===== config.mk =====
export PLATFORM = sky130hd
export DESIGN_NAME = apb_periph_bridge
export DESIGN_NICKNAME = d
export VERILOG_FILES = /design/src/rtl/apb_periph_pkg.sv /design/src/rtl/apb_wait_timer.sv /design/src/rtl/apb_periph_bridge.sv
export SDC_FILE = /design/constraint.sdc
export NUM_CORES = 1
export LEC_CHECK = 0
export ABC_AREA = 0
export CAP_MARGIN = 40
export CORE_MARGIN = 1
export CORE_UTILIZATION = 41
export DETAILED_ROUTE_END_ITERATION = 10
export PLACE_DENSITY = 0.87
export SYNTH_ARGS = -nofsm -noshare
export SYNTH_HDL_FRONTEND = slang
export SYNTH_SLANG_ARGS = --single-unit

===== constraint.sdc =====
create_clock -name clk_apb -period 5.2 [get_ports clk_apb]
set_clock_uncertainty 0.15 [all_clocks]
set_input_delay 0.78 -clock clk_apb [delete_from_list [all_inputs] [get_ports clk_apb]]
set_output_delay 0.78 -clock clk_apb [all_outputs]
set_load 0.02 [all_outputs]

===== src/rtl/apb_periph_pkg.sv =====
// Shared types and region map for the peripheral APB bridge.
// Imported by the bridge top and its wait timer.
package apb_periph_pkg;

   typedef enum logic [1:0] {
      IDLE,
      SETUP,
      ACCESS,
      RESP
   } state_e;

   localparam logic [3:0] REG_I2C  = 4'h0;
   localparam logic [3:0] REG_SPI  = 4'h1;
   localparam logic [3:0] REG_GPIO = 4'h2;
   localparam logic [3:0] REG_INT  = 4'h4;

   localparam logic [15:0] SLV_REGION_DEF =
      {REG_INT, REG_GPIO, REG_SPI, REG_I2C};

endpackage


===== src/rtl/apb_wait_timer.sv =====
// Bounded ACCESS-phase wait counter for the APB bridge.
// Cleared before ACCESS, counts each ACCESS cycle, flags the last allowed one.
module apb_wait_timer
   import apb_periph_pkg::*;
#(
   parameter int TIMEOUT_CYC = 256
) (
   input  logic clk_i,
   input  logic rst_i,
   input  logic clr_i,
   input  logic inc_i,
   output logic expired_o
);

   localparam int CW = $clog2(TIMEOUT_CYC);

   logic [CW-1:0] cnt_q, cnt_d;

   always_comb begin
      cnt_d = cnt_q;
      if (clr_i)
         cnt_d = '0;
      else if (inc_i)
         cnt_d = cnt_q + 1'b1;
   end

   always_ff @(posedge clk_i or posedge rst_i) begin
      if (rst_i)
         cnt_q <= '0;
      else
         cnt_q <= cnt_d;
   end

   assign expired_o = (cnt_q == CW'(TIMEOUT_CYC - 1));

endmodule


===== src/rtl/apb_periph_bridge.sv =====
// Single-master APB3 bridge to the I2C, SPI, GPIO and interrupt slaves.
// Decodes paddr[11:8], re-times SETUP/ACCESS and registers one response.
module apb_periph_bridge
   import apb_periph_pkg::*;
#(
   parameter int APB_AW      = 12,
   parameter int APB_DW      = 32,
   parameter int NUM_SLV     = 4,
   parameter logic [4*NUM_SLV-1:0] SLV_REGION = SLV_REGION_DEF,
   parameter int TIMEOUT_CYC = 256
) (
   input  logic                      clk_apb,
   input  logic                      rst_apb,
   input  logic [APB_AW-1:0]         paddr,
   input  logic                      pwrite,
   input  logic [APB_DW-1:0]         pwdata,
   input  logic                      psel,
   input  logic                      penable,
   output logic [APB_DW-1:0]         prdata,
   output logic                      pready,
   output logic                      pslverr,
   output logic [NUM_SLV-1:0]        psel_s,
   output logic                      penable_s,
   output logic [APB_AW-1:0]         paddr_s,
   output logic                      pwrite_s,
   output logic [APB_DW-1:0]         pwdata_s,
   input  logic [NUM_SLV*APB_DW-1:0] prdata_s,
   input  logic [NUM_SLV-1:0]        pready_s,
   input  logic [NUM_SLV-1:0]        pslverr_s,
   output logic                      timeout_evt,
   output logic [3:0]                err_region
);

   // Scan high to low so the lowest matching slave index wins.
   function automatic logic [NUM_SLV-1:0] dec(input logic [3:0] r);
      logic [NUM_SLV-1:0] oh;
      oh = '0;
      for (int k = NUM_SLV - 1; k >= 0; k--) begin
         if (SLV_REGION[4*k +: 4] == r) begin
            oh    = '0;
            oh[k] = 1'b1;
         end
      end
      return oh;
   endfunction

   state_e              state_q, state_d;
   logic [APB_AW-1:0]   addr_q, addr_d;
   logic                wr_q, wr_d;
   logic [APB_DW-1:0]   wdata_q, wdata_d;
   logic [NUM_SLV-1:0]  sel_q, sel_d;
   logic                abort_q, abort_d;
   logic [APB_DW-1:0]   prdata_q, prdata_d;
   logic                pready_q, pready_d;
   logic                perr_q, perr_d;
   logic                tmo_q, tmo_d;
   logic [3:0]          ereg_q, ereg_d;

   logic [NUM_SLV-1:0]  hit;
   logic                s_rdy, s_err;
   logic [APB_DW-1:0]   s_rd;
   logic                t_clr, t_inc, t_exp;
   logic                resp_ok;

   assign hit = dec(paddr[11:8]);

   always_comb begin
      s_rdy = 1'b0;
      s_err = 1'b0;
      s_rd  = '0;
      for (int k = 0; k < NUM_SLV; k++) begin
         if (sel_q[k]) begin
            s_rdy = s_rdy | pready_s[k];
            s_err = s_err | pslverr_s[k];
            s_rd  = s_rd | prdata_s[k*APB_DW +: APB_DW];
         end
      end
   end

   apb_wait_timer #(
      .TIMEOUT_CYC (TIMEOUT_CYC)
   ) u_tmr (
      .clk_i     (clk_apb),
      .rst_i     (rst_apb),
      .clr_i     (t_clr),
      .inc_i     (t_inc),
      .expired_o (t_exp)
   );

   // A master that dropped psel mid-transfer gets no pready at all.
   assign resp_ok = psel & ~abort_q;

   always_comb begin
      state_d  = state_q;
      addr_d   = addr_q;
      wr_d     = wr_q;
      wdata_d  = wdata_q;
      sel_d    = sel_q;
      abort_d  = abort_q;
      prdata_d = '0;
      pready_d = 1'b0;
      perr_d   = 1'b0;
      tmo_d    = 1'b0;
      ereg_d   = ereg_q;
      t_clr    = 1'b0;
      t_inc    = 1'b0;
      unique case (state_q)
         IDLE: begin
            abort_d = 1'b0;
            if (psel && !penable) begin
               addr_d  = paddr;
               wr_d    = pwrite;
               wdata_d = pwdata;
               sel_d   = hit;
               if (|hit) begin
                  state_d = SETUP;
               end else begin
                  state_d  = RESP;
                  pready_d = 1'b1;
                  perr_d   = 1'b1;
               end
            end
         end
         SETUP: begin
            t_clr = 1'b1;
            if (!psel)
               abort_d = 1'b1;
            state_d = ACCESS;
         end
         ACCESS: begin
            t_inc = 1'b1;
            if (!psel)
               abort_d = 1'b1;
            if (s_rdy) begin
               state_d  = RESP;
               pready_d = resp_ok;
               perr_d   = resp_ok & s_err;
               if (resp_ok && !wr_q && !s_err)
                  prdata_d = s_rd;
            end else if (t_exp) begin
               state_d  = RESP;
               pready_d = resp_ok;
               perr_d   = resp_ok;
               tmo_d    = 1'b1;
            end
         end
         RESP: begin
            state_d = IDLE;
            if (perr_q)
               ereg_d = addr_q[11:8];
         end
         default: state_d = IDLE;
      endcase
   end

   always_ff @(posedge clk_apb or posedge rst_apb) begin
      if (rst_apb) begin
         state_q  <= IDLE;
         addr_q   <= '0;
         wr_q     <= 1'b0;
         wdata_q  <= '0;
         sel_q    <= '0;
         abort_q  <= 1'b0;
         prdata_q <= '0;
         pready_q <= 1'b0;
         perr_q   <= 1'b0;
         tmo_q    <= 1'b0;
         ereg_q   <= '0;
      end else begin
         state_q  <= state_d;
         addr_q   <= addr_d;
         wr_q     <= wr_d;
         wdata_q  <= wdata_d;
         sel_q    <= sel_d;
         abort_q  <= abort_d;
         prdata_q <= prdata_d;
         pready_q <= pready_d;
         perr_q   <= perr_d;
         tmo_q    <= tmo_d;
         ereg_q   <= ereg_d;
      end
   end

   assign psel_s      = (state_q == SETUP || state_q == ACCESS) ? sel_q : '0;
   assign penable_s   = (state_q == ACCESS);
   assign paddr_s     = addr_q;
   assign pwrite_s    = wr_q;
   assign pwdata_s    = wdata_q;
   assign prdata      = prdata_q;
   assign pready      = pready_q;
   assign pslverr     = perr_q;
   assign timeout_evt = tmo_q;
   assign err_region  = ereg_q;

endmodule

==> results of run 1 <==
==> layout make-up <==
type	count	area share, %
timing repair buffer	278	36.88
sequential	99	32.98
multi-input combinational	228	24.90
tap	140	2.332
clock buffer	11	2.016
clock inverter	5	0.5664
inverter	5	0.2832
antenna	1	0.03332
==> through the flow <==
stage | power (mW) | setup slack (ps) | util (%) | area, sq um | hold WS [ps]
6_report | 3.114 | 2075 | 69.59 | 7511 | 350.2
5_1_grt | 3.285 | 1963 | 69.59 | 7511 | 363.5
4_1_cts | 3.139 | 2062 | 69.57 | 7508 | 354.1
3_5_place_dp | 2.653 | 2380 | 67.77 | 7315 | 330.0
3_3_place_gp | 2.581 | 2429 | 67.77 | 7315 | 315.5
2_1_floorplan | 1.933 | 1680 | - | 4532 | 295.2
==> worst reg2reg max path, stage by stage (launching register included) <==
cell and delay (ps):
dfrtp_1 720, buf_4 370, a22oi_2 100, nand2_1 180, nand4_4 550, a21oi_1 350
==> cell usage after synthesis, types with 2 or more instances <==
cell type  number
and3_1          2
o21ai_1         6
mux2_2         11
mux2_1         40
clkbuf_1       14
nand2_1        13
nor3_1          3
nor2_2          2
a22oi_2         4
a21oi_1         7
nand3b_1        3
dfrtp_1        99
ha_1            5
a22oi_1        64
buf_2           3
buf_4           2
a21oi_2        30
nor2_1          8
o21ai_0         7
inv_1           5
nand3_1         3
buf_6           7
and2_1          4
a22o_1          2
==> cells by family after synthesis <==
family | after synthesis | share of synthesized area [%]
buffers and inverters | 32 | 4.058
multiplexers | 51 | 12.67
flip-flops | 99 | 54.67
AO/OA/AOI/OAI | 126 | 21.23
AND/OR/NAND/NOR | 45 | 5.742
adder cells (fa/ha/maj) | 6 | 1.629
==> state kept, by name (all words and copies together), names as in the netlist <==
name and cells:
prdata 32, pwdata_s 32, paddr_s 12, u_tmr.cnt_q 8
err_region 4, sel_q 4, state_q 2, abort_q 1
pready 1, pslverr 1, pwrite_s 1, timeout_evt 1
==> power groups by stage <==
stage	clock [mW]	sequential (mW)	combinational, mW
after global routing	0.531	1.18	1.58
after floorplan	0	1.36	0.570
after global placement	0	1.14	1.44
after CTS	0.494	1.15	1.49
after detailed placement	0	1.17	1.49
final	0.485	1.15	1.48
==> how the worst max path moves through the flow <==
| stage | endpoint | depth (start not counted) | slack [ps] | from |
|---|---|---|---|---|
| finish | psel_s[3] | 3 | 2070 | sel_q[3] |
| global route | psel_s[3] | 3 | 1960 | sel_q[3] |
| CTS | psel_s[3] | 3 | 2060 | sel_q[3] |
| detailed placement | prdata[31] | 5 | 2380 | psel |
| global placement | prdata[31] | 5 | 2430 | psel |
| floorplan | abort_q | 1 | 1680 | rst_apb |
==> per-layer routing <==
metal  share of wire [%]  wire (um)  global-route usage [%]  up-vias
li1                    -          -                       -     1860
met2                  52       7628                   45.81      180
met3                 6.5        947                   5.410       30
met4                 3.1        455                   10.86        0
met5                   0          0                       0        -
met1                  38       5611                   29.21     1949
==> impl_metrics.py, run 1 <==
metrics = {
    "outcome": {
        "outcome": "finished clean",
    },
    "yosys": {
        "synth_fp_nets": 549,
        "synthDistinctLibCells": 39,
        "synthTopCellsByArea": "dfrtp_1 (55%), a22oi_1 (11%), mux2_1 (9.9%), a21oi_2 (5.8%), mux2_2 (2.7%)",
        "seq_area_frac_synth_pct": 54.67,
        "synth_area_per_cell_sq_um": 12.62,
        "netlist_instances": 359,
        "yosysTopAreaCell": "dfrtp_1",
        "ys.flop_type": "dfrtp_1",
        "ys_warn_count": 0,
        "async_flop_share_pct": 100.0,
        "synth_edf_count": 0,
        "netlist_area_sq_um": 4532,
        "synth_top_cell_area_share_pct": 54.67,
        "ys_ff_latch": 99,
    },
    "power_and_ir_drop": {
        "p_per_area_nw_per_um2": 414.6,
        "ir_drop_mv": 0.3075,
        "swShare_pct": 37.85,
        "combPwrFrac_pct": 47.5,
        "p_clk_share_pct": 15.6,
        "leakage_nw": 2.934,
        "seq_power_share_pct": 36.9,
        "p_sw_mw": 1.179,
        "p_int_mw": 1.935,
    },
    "setup_path": {
        "start_kind": "flop",
        "max_stage_delay_ps": 720,
        "critical_path_class": "reg -> out",
        "r2r_cells": 5,
        "r2r-end": "prdata[0]",
        "path_max_fanout": 20,
        "r2r_start": "sel_q[3]",
        "endpoint_kind": "output pin",
        "slowest_stage": "dfrtp_1",
        "cp.arrival_ps": 2200,
        "path_buf_inv": 2,
        "path_cells": "buf_4 -> and2_1 -> clkdlybuf4s50_1",
        "ff2ff_setup_slack_ps": 2700,
        "required_ps": 4270,
        "critPathTopFamily": "buffers and inverters",
    },
    "floorplan": {
        "start_util_pct": 41.99,
        "num_rows": 38,
        "die_h_um": 107.1,
        "io_pins": 274,
        "design.core.area_sq_um": 10790,
        "die_w_um": 107.1,
        "die_area_sq_um": 11480,
    },
    "clock_tree": {
        "htree_levels": 3,
        "cts_root_buf": "clkbuf_8",
        "clockBufferDepth": 2,
        "cts.sinks": 99,
        "clock_latency_ps": 360,
        "cts_buffers": 9,
        "clkTransAtPathRegs_ps": 90,
        "cts_tree": "built",
        "cts_resized": 0,
        "cts_setup_buffers": 0,
        "cts-hold-fix-buffers": 0,
    },
    "global_route": {
        "gr-total-overflow": 0,
        "grt_max_degree": 67,
        "grt_pass1_wl_mm": 22.21,
        "antenna_found_initial": 1,
        "grt.total_usage_pct": 25.51,
        "grt_pass1_vias": 4246,
    },
    "finish": {
        "stdcell_count": 767,
        "fin_nets": 811,
        "multi_input_area_sq_um": 1871,
        "area_growth_pct": 65.74,
        "n_fill_cell": 776,
        "seqCellArea_sq_um": 2477,
        "layout_common_cells": "clkdlybuf4s50_1 (273), dfrtp_1 (99), a22oi_1 (64), mux2_1 (40), a21oi_2 (30)",
        "drive_gt1_share_pct": 11.98,
        "final_common_cell": "clkdlybuf4s50_1",
    },
    "sta": {
        "rsz0062_at_grt": "no",
        "min_period_ps": 3125,
        "setup_viol": 0,
        "slew_headroom_pct": 45.23,
        "fmax_ghz": 0.3200,
        "slew_violations": 0,
        "fin_setup_tns_ps": 0,
        "period_share_pct": 60.10,
        "tightest_slew_ps": 821.6,
        "hold_violations": 0,
    },
    "hold_path": {
        "hp-class": "reg -> reg",
        "min_path_cells": 1,
        "holdCritStartpoint": "pwdata_s[0]",
        "holdPathEnd": "pwdata_s[0]",
    },
    "routing": {
        "drt_iter0_drc": 211,
        "drtPass1Iterations": 5,
        "wl_mm": 14.64,
        "wire_per_inst_um": 19.09,
        "vias": 4019,
        "route.detailed.drc": 0,
        "vias_per_cell": 5.240,
        "ant_nets": 0,
    },
    "placement": {
        "hpwl_mm": 11.19,
        "gp_congestion": 0.8614,
        "io_buffers": 273,
        "dp.cells": 750,
    },
    "flow_run": {
        "drv_cap": 0,
    },
}
(Power assumes the default switching activity.)
==> run 2, diff against run 1 <==
Settings changed: CORE_UTILIZATION 41 to 38, PLACE_DENSITY 0.87 to 0.82.
Clock period 5.2 ns to 3 ns, I/O delays scaled along.
==> impl_metrics.py, run 2 (synthesis gave the netlist of run 1 again) <==
metrics = {
    "outcome": {
        "outcome": "finished with violations",
        "violations": "DRC",
    },
    "global_route": {
        "grt_pass1_wl_mm": 23.64,
        "gr-total-overflow": 0,
        "grt_max_degree": 56,
        "grt_pass1_vias": 4328,
        "antenna_found_initial": 0,
        "grt.total_usage_pct": 24.91,
    },
    "clock_tree": {
        "cts_root_buf": "clkbuf_16",
        "clkTransAtPathRegs_ps": 70,
        "cts_resized": 0,
        "clockBufferDepth": 2,
        "cts_tree": "built",
        "cts_setup_buffers": 0,
        "cts_buffers": 9,
        "clock_latency_ps": 350,
        "htree_levels": 3,
        "cts.sinks": 99,
        "cts-hold-fix-buffers": 0,
    },
    "finish": {
        "layout_common_cells": "clkdlybuf4s50_1 (273), dfrtp_1 (99), a22oi_1 (64), mux2_1 (40), a21oi_2 (30)",
        "drive_gt1_share_pct": 12.40,
        "fin_nets": 814,
        "area_growth_pct": 68.58,
        "final_common_cell": "clkdlybuf4s50_1",
        "stdcell_area_sq_um": 7640,
        "diodes": 0,
        "n_fill_cell": 879,
    },
    "sta": {
        "slew_headroom_pct": 51.52,
        "period_share_pct": 92.29,
        "whs_ps": 340.0,
        "rsz0062_at_grt": "no",
        "fmax_ghz": 0.3612,
        "setup_viol": 0,
        "min_period_ps": 2769,
        "hold_violations": 0,
        "slew_violations": 0,
        "tightest_slew_ps": 725.8,
        "fin_setup_tns_ps": 0,
    },
    "floorplan": {
        "design.core.area_sq_um": 11520,
        "die_area_sq_um": 12370,
        "io_pins": 274,
        "start_util_pct": 39.35,
        "num_rows": 39,
        "die_w_um": 111.2,
        "die_h_um": 111.2,
    },
    "routing": {
        "route.detailed.drc": 40,
        "drt_iter0_drc": 256,
        "vias": 4108,
        "ant_nets": 0,
        "wire_per_inst_um": 19.44,
        "wl_mm": 15.01,
        "drtPass1Iterations": 8,
        "vias_per_cell": 5.321,
    },
    "setup_path": {
        "ff2ff_setup_slack_ps": 750,
        "required_ps": 2400,
        "r2r-end": "prdata[16]",
        "slowest_stage": "clkdlybuf4s50_1",
        "endpoint_kind": "output pin",
        "start_kind": "flop",
        "setup.worst_path.start": "state_q[0]",
        "critical_path_class": "reg -> out",
        "r2r_cells": 4,
        "worstSetupEndpoint": "psel_s[1]",
        "crit_cells": 4,
        "path_max_fanout": 11,
        "cp.arrival_ps": 2170,
        "path_cells": "inv_1 -> ha_1 -> and2_1 -> clkdlybuf4s50_1",
        "max_stage_delay_ps": 630,
        "r2r_start": "sel_q[0]",
        "critPathTopFamily": "buffers and inverters",
        "path_buf_inv": 2,
    },
    "power_and_ir_drop": {
        "p_per_area_nw_per_um2": 744.2,
        "leakage_nw": 2.989,
        "ir_drop_mv": 0.5080,
        "p_total_mw": 5.686,
    },
    "hold_path": {
        "hp-class": "in -> async",
    },
    "placement": {
        "gp_congestion": 0.8466,
        "dpl_cell_area_sq_um": 7355,
        "io_buffers": 273,
        "hpwl_mm": 11.39,
    },
    "flow_run": {
        "drv_cap": 0,
    },
}
run 2: cell types whose count changed in the layout (fill, tap and decap cells not counted), sizes merged:
cell / previous run / this run
buf: 5 / 8
clkbuf: 11 / 9
clkinv: 1 / 3
clkinvlp: 1 / 2
diode: 1 / 0
inv: 8 / 7
run 2: cell type report:
type | count | area, sq um | share of cell area [%]
inverters | 5 | 22.52 | 0.2948
clock inverters | 7 | 60.06 | 0.7861
multi-input cells | 228 | 1871 | 24.48
flip-flops and latches | 99 | 2477 | 32.43
clock buffers | 9 | 225.2 | 2.948
well taps | 143 | 178.9 | 2.342
repair buffers | 281 | 2805 | 36.72
run 2: per-layer routing:
metal	routed length, um	track usage [%]
met2	7680	43.25
met3	1046	7.545
met1	5616	27.57
met5	0	0
met4	663	12.52
run 2: worst min-delay path by stage:
stage	endpoint	start	slack, ps
4_1_cts	pwdata_s[14]	rst_apb	340
3_3_place_gp	u_tmr.cnt_q[7]	u_tmr.cnt_q[7]	320
2_1_floorplan	u_tmr.cnt_q[7]	u_tmr.cnt_q[7]	300
3_5_place_dp	u_tmr.cnt_q[7]	u_tmr.cnt_q[7]	330
6_report	pwdata_s[14]	rst_apb	340
5_1_grt	pwdata_s[11]	pwdata_s[11]	360
run 2: metrics by stage:
stage / setup WS [ps] / cells / util [%]
2_1_floorplan: 1213 / 359 / -
3_3_place_gp: 567.5 / 756 / 63.86
3_5_place_dp: 465.4 / 756 / 63.86
4_1_cts: 216.2 / 772 / 66.34
5_1_grt: 139.7 / 772 / 66.34
6_report: 231.4 / 772 / 66.34
run 2: report_power, final:
part           internal, mW  switching [mW]  leakage (nW)  total [mW]
Sequential             1.73           0.288          1.27        2.02
Combinational          1.27            1.27          1.58        2.54
Clock                 0.576           0.545         0.137        1.12
==> edit 1: new RTL, config.mk and constraints of run 1 <==
Encoding of `state_e`: now one-hot (4 bits for 4 states).
--- a/src/rtl/apb_periph_pkg.sv
+++ b/src/rtl/apb_periph_pkg.sv
@@ -2,11 +2,11 @@
 // Imported by the bridge top and its wait timer.
 package apb_periph_pkg;
 
-   typedef enum logic [1:0] {
-      IDLE,
-      SETUP,
-      ACCESS,
-      RESP
+   typedef enum logic [3:0] {
+      IDLE   = 4'b0001,
+      SETUP  = 4'b0010,
+      ACCESS = 4'b0100,
+      RESP   = 4'b1000
    } state_e;
 
    localparam logic [3:0] REG_I2C  = 4'h0;
Behaviour: no difference found for any inputs over 4 cycles, from zero or initial values and one cycle with rst_apb high; so few cycles prove little.
==> edit 1 against run 1 <==
- area after synthesis is 0.14% higher
- final cell count is 0.26% higher
- sequential cell count is 2 higher
- sequential share of layout area is 0.51 points higher
- count of clock-buffer cells in the layout is 1 lower
- routed wire length is 6.6% lower
- final area is 0.52% higher
- setup slack worse by 510 ps
- largest cell class unchanged
- highest routed layer unchanged
Power is not compared: it rests on default switching activity, and its combinational part moved more than twofold at a synthesized area within 25%.
==> edit 1: results (changes against run 1) <==
place:
  post-place-cells: 753  # +0.40%
  dp_slack_ps: 1980  # -404 ps
  routabilityCongestion: 0.784  # -9.0%
  place_area_sq_mm: 0.00736  # +0.62%
yosys:
  synth.yosys.seq_area_share: 0.557  # +0.0106
  syn_avg_cell_area_sq_um: 12.6  # -0.14%
  syn_nets: 546  # -0.55%
  synth.distinct_cells: 38  # -2.6%
  synth_common_cells: "dfrtp_1 (100), a22oi_1 (68), mux2_2 (49)"
route:
  vias: 4057  # +0.95%
  wl_met2_um: 6910  # -9.4%
  first_pass_iters: 4  # -1
  met1_length_um: 5390  # -3.9%
  drtIter0Drc: 231  # +9.5%
hold_path:
  min_to: "pwdata_s[20]$_DFFE_PP0P_"
  worstHoldStart: "pwdata_s[20]$_DFFE_PP0P_"
finish:
  layout.nets: 810  # -0.12%
  diodes: 0  # -1
  drive_gt1_frac: 0.175  # +0.0551
  stdcell_count: 769  # +0.26%
setup_path:
  rrSetupSlack_ps: 2840  # +140 ps
  crit_fanout: 9  # -55%
  cp_data_arrival_time_ps: 2700  # +500 ps
  crit_start: "state_q[1]$_DFFE_PP0P_"
timing:
  layout_setup_ws_ps: 1570  # -509 ps
  hold_slack_ps: 362  # +12.2 ps
  worst_slew_pin_slew_ps: 818  # -3.25 ps
global_routing:
  met2_usage: 0.413  # -0.0452
  grt_usage: 0.239  # -0.0162
  use_met3: 0.0669  # +0.0128
  grt_pass1_wl_um: 21000  # -5.5%
  antenna_found_initial: 0  # -1
pwr:
  seqPwrFrac: 0.552
outcome:
  status: "complete, no violations"
-- edit 1: cell types whose count changed after synthesis, sizes merged, moves of 4 or more --
cell and delta:
xor2 +4, and2 -4, ha -4, o21ai -6, clkbuf +5, buf -4
xnor2 +4
-- edit 1: kinds of logic (layout without fill, tap and decap cells) --
logic type,Yosys count,after routing,share of synthesized area
adders and majority gates,1,1,0.00276
buffers and inverters,31,300,0.0403
muxes,49,49,0.122
AOI/OAI and AO/OA,114,114,0.194
xor gates and xnor gates,8,8,0.0154
DFF,101,101,0.557
and+or+nand+nor,56,56,0.0684
-- edit 1: layout make-up --
class | count | area [sq um]
clock buffer | 10 | 138
clock inverter | 6 | 52.6
fill | 787 | 3240
inverter | 3 | 13.8
multi-input combinational | 228 | 1830
sequential | 101 | 2530
tap | 140 | 175
timing repair buffer | 281 | 2810
-- edit 1: critical path: stages, from the launching register on --
cell	delay, ps
dfrtp_1	450
or4b_1	680
clkinv_1	220
nor2_1	140
nor2b_1	210
clkdlybuf4s50_1	630
==> edit 2: new RTL, settings of run 1 <==
Without the edit above. `NUM_SLV`: 4 -> 5.
--- a/src/rtl/apb_periph_bridge.sv
+++ b/src/rtl/apb_periph_bridge.sv
@@ -5,7 +5,7 @@
 #(
    parameter int APB_AW      = 12,
    parameter int APB_DW      = 32,
-   parameter int NUM_SLV     = 4,
+   parameter int NUM_SLV     = 5,
    parameter logic [4*NUM_SLV-1:0] SLV_REGION = SLV_REGION_DEF,
    parameter int TIMEOUT_CYC = 256
 ) (
Ports: changed (resized prdata_s, pready_s, psel_s and pslverr_s); port bits go from 274 to 309. No check against the original RTL was run, so the function may have changed too.
==> edit 2 against run 1 <==
- global-route usage fell by 0.53 points
- final area increased by 0.23%
- critical path depth unchanged
- total power grew 3.3%
- die area is the same
- setup slack lost 41 ps
- routed wire length is 1.0% higher
- synthesized cell count is 0.28% higher
- first-iteration DRC count rose by 48%
- register-to-register slack worse by 100 ps
- area after synthesis stayed put
- sequential cell count stayed put
- highest routed layer unchanged
==> edit 2: results (changes against run 1) <==
global_routing:
  grt_max_degree: 65  # -3.0%
  antenna_found_initial: 0  # -1
  met2_usage: 0.462  # +0.00415
  grt_pass1_vias: 3979  # -6.3%
  grtUsageMet1: 0.294  # +0.00235
  use_met3: 0.0462  # -0.00790
  grt_pass1_wl_um: 21600  # -2.8%
  grt_usage: 0.250  # -0.00531
route:
  wl_met2_um: 8060  # +5.6%
  drt-vias-per-instance: 5.25  # +0.17%
  met1_length_um: 5660  # +0.86%
  top_layer: "met4"
  first_pass_iters: 4  # -1
  wl_met3_um: 897  # -5.3%
clock_tree:
  cts.clk_slew.worst_paths_ps: 100
  clk-insertion-delay-late_ps: 340  # -20 ps
place:
  place_area_sq_mm: 0.00730  # -0.14%
  routabilityCongestion: 0.853  # -0.98%
  dp_slack_ps: 2320  # -60.8 ps
  dp_hpwl_um: 11300  # +1.2%
timing:
  period_minus_slack_ps: 3170  # +40.8 ps
  worst_slew_pin_slew_ps: 788  # -33.4 ps
  hold_slack_ps: 338  # -11.7 ps
outcome:
  status: "complete, no violations"
setup_path:
  rrSetupSlack_ps: 2600  # -100 ps
  crit_path_end: "psel_s[0]"
  rr_endpoint: "prdata[3]$_DFF_PP0_"
  cp_data_arrival_time_ps: 2240  # +40 ps
  r2r-start: "sel_q[0]$_DFFE_PP0P_"
  crit_fanout: 21  # +5.0%
yosys:
  synth.yosys.seq_area_share: 0.547  # unchanged
  syn_nets: 584  # +6.4%
  synth_area_leaders: "dfrtp_1 (55%), mux2_2 (13%), a22oi_1 (11%), a21oi_2 (5.8%), buf_6 (2.2%)"
  synth.distinct_cells: 38  # -2.6%
  synth_common_cells: "dfrtp_1 (99), a22oi_1 (66), mux2_2 (51)"
hold_path:
  worstHoldStart: "u_tmr.cnt_q[7]$_DFFE_PP0N_"
  min_to: "u_tmr.cnt_q[7]$_DFFE_PP0N_"
pwr:
  power.leakage_nw: 2.95  # +0.58%
  p_sw_mw: 1.17  # -0.72%
  ir_drop_v: 0.000296  # -3.7%
finish:
  drive_gt1_frac: 0.182  # +0.0617
  layout.nets: 847  # +4.4%
  diodes: 0  # -1
## edit 2: cell count changes after synthesis, sizes merged, moves of 2 or more
| cell | run 1 | this run |
|---|---|---|
| buf | 13 | 16 |
| o21ai | 13 | 16 |
| nor2 | 10 | 8 |
| nand2 | 14 | 12 |
| clkbuf | 14 | 11 |
| nor2b | 2 | 0 |
## edit 2: critical path: stages, from the launching register on
cell,delay [ps]
dfrtp_1,710
buf_4,370
and2_2,180
clkdlybuf4s50_1,610
## edit 2: logic make-up (layout without fill, tap and decap cells)
logic type | Yosys count | in the layout | synth area share
AOI/OAI and AO/OA | 128 | 128 | 0.211
DFF | 99 | 99 | 0.547
muxes | 51 | 51 | 0.127
and+or+nand+nor | 42 | 42 | 0.0530
buffers and inverters | 33 | 301 | 0.0453
adders and majority gates | 6 | 6 | 0.0160
other | 1 | 1 | 0.000827
## edit 2: power by group through the flow
| stage | clock [mW] | combinational, mW | sequential (mW) |
|---|---|---|---|
| final | 0.556 | 1.51 | 1.15 |
| after global routing | 0.594 | 1.60 | 1.18 |
| after CTS | 0.569 | 1.52 | 1.15 |
| after detailed placement | 0 | 1.51 | 1.17 |
| after global placement | 0 | 1.47 | 1.15 |
| after floorplan | 0 | 0.602 | 1.37 |
## edit 2: cell type report
| class | instances | area (sq um) |
|---|---|---|
| flip-flops and latches | 99 | 2480 |
| multi-input cells | 228 | 1850 |
| well taps | 140 | 175 |
| clock buffers | 10 | 128 |
| repair buffers | 279 | 2780 |
| clock inverters | 6 | 96.3 |
| fillers | 793 | 3260 |
| inverters | 6 | 25.0 |
## edit 2: stage by stage
stage / instances / util
5_1_grt: 768 / 0.698
3_3_place_gp: 752 / 0.677
2_1_floorplan: 360 / -
6_report: 768 / 0.698
3_5_place_dp: 752 / 0.677
4_1_cts: 768 / 0.698
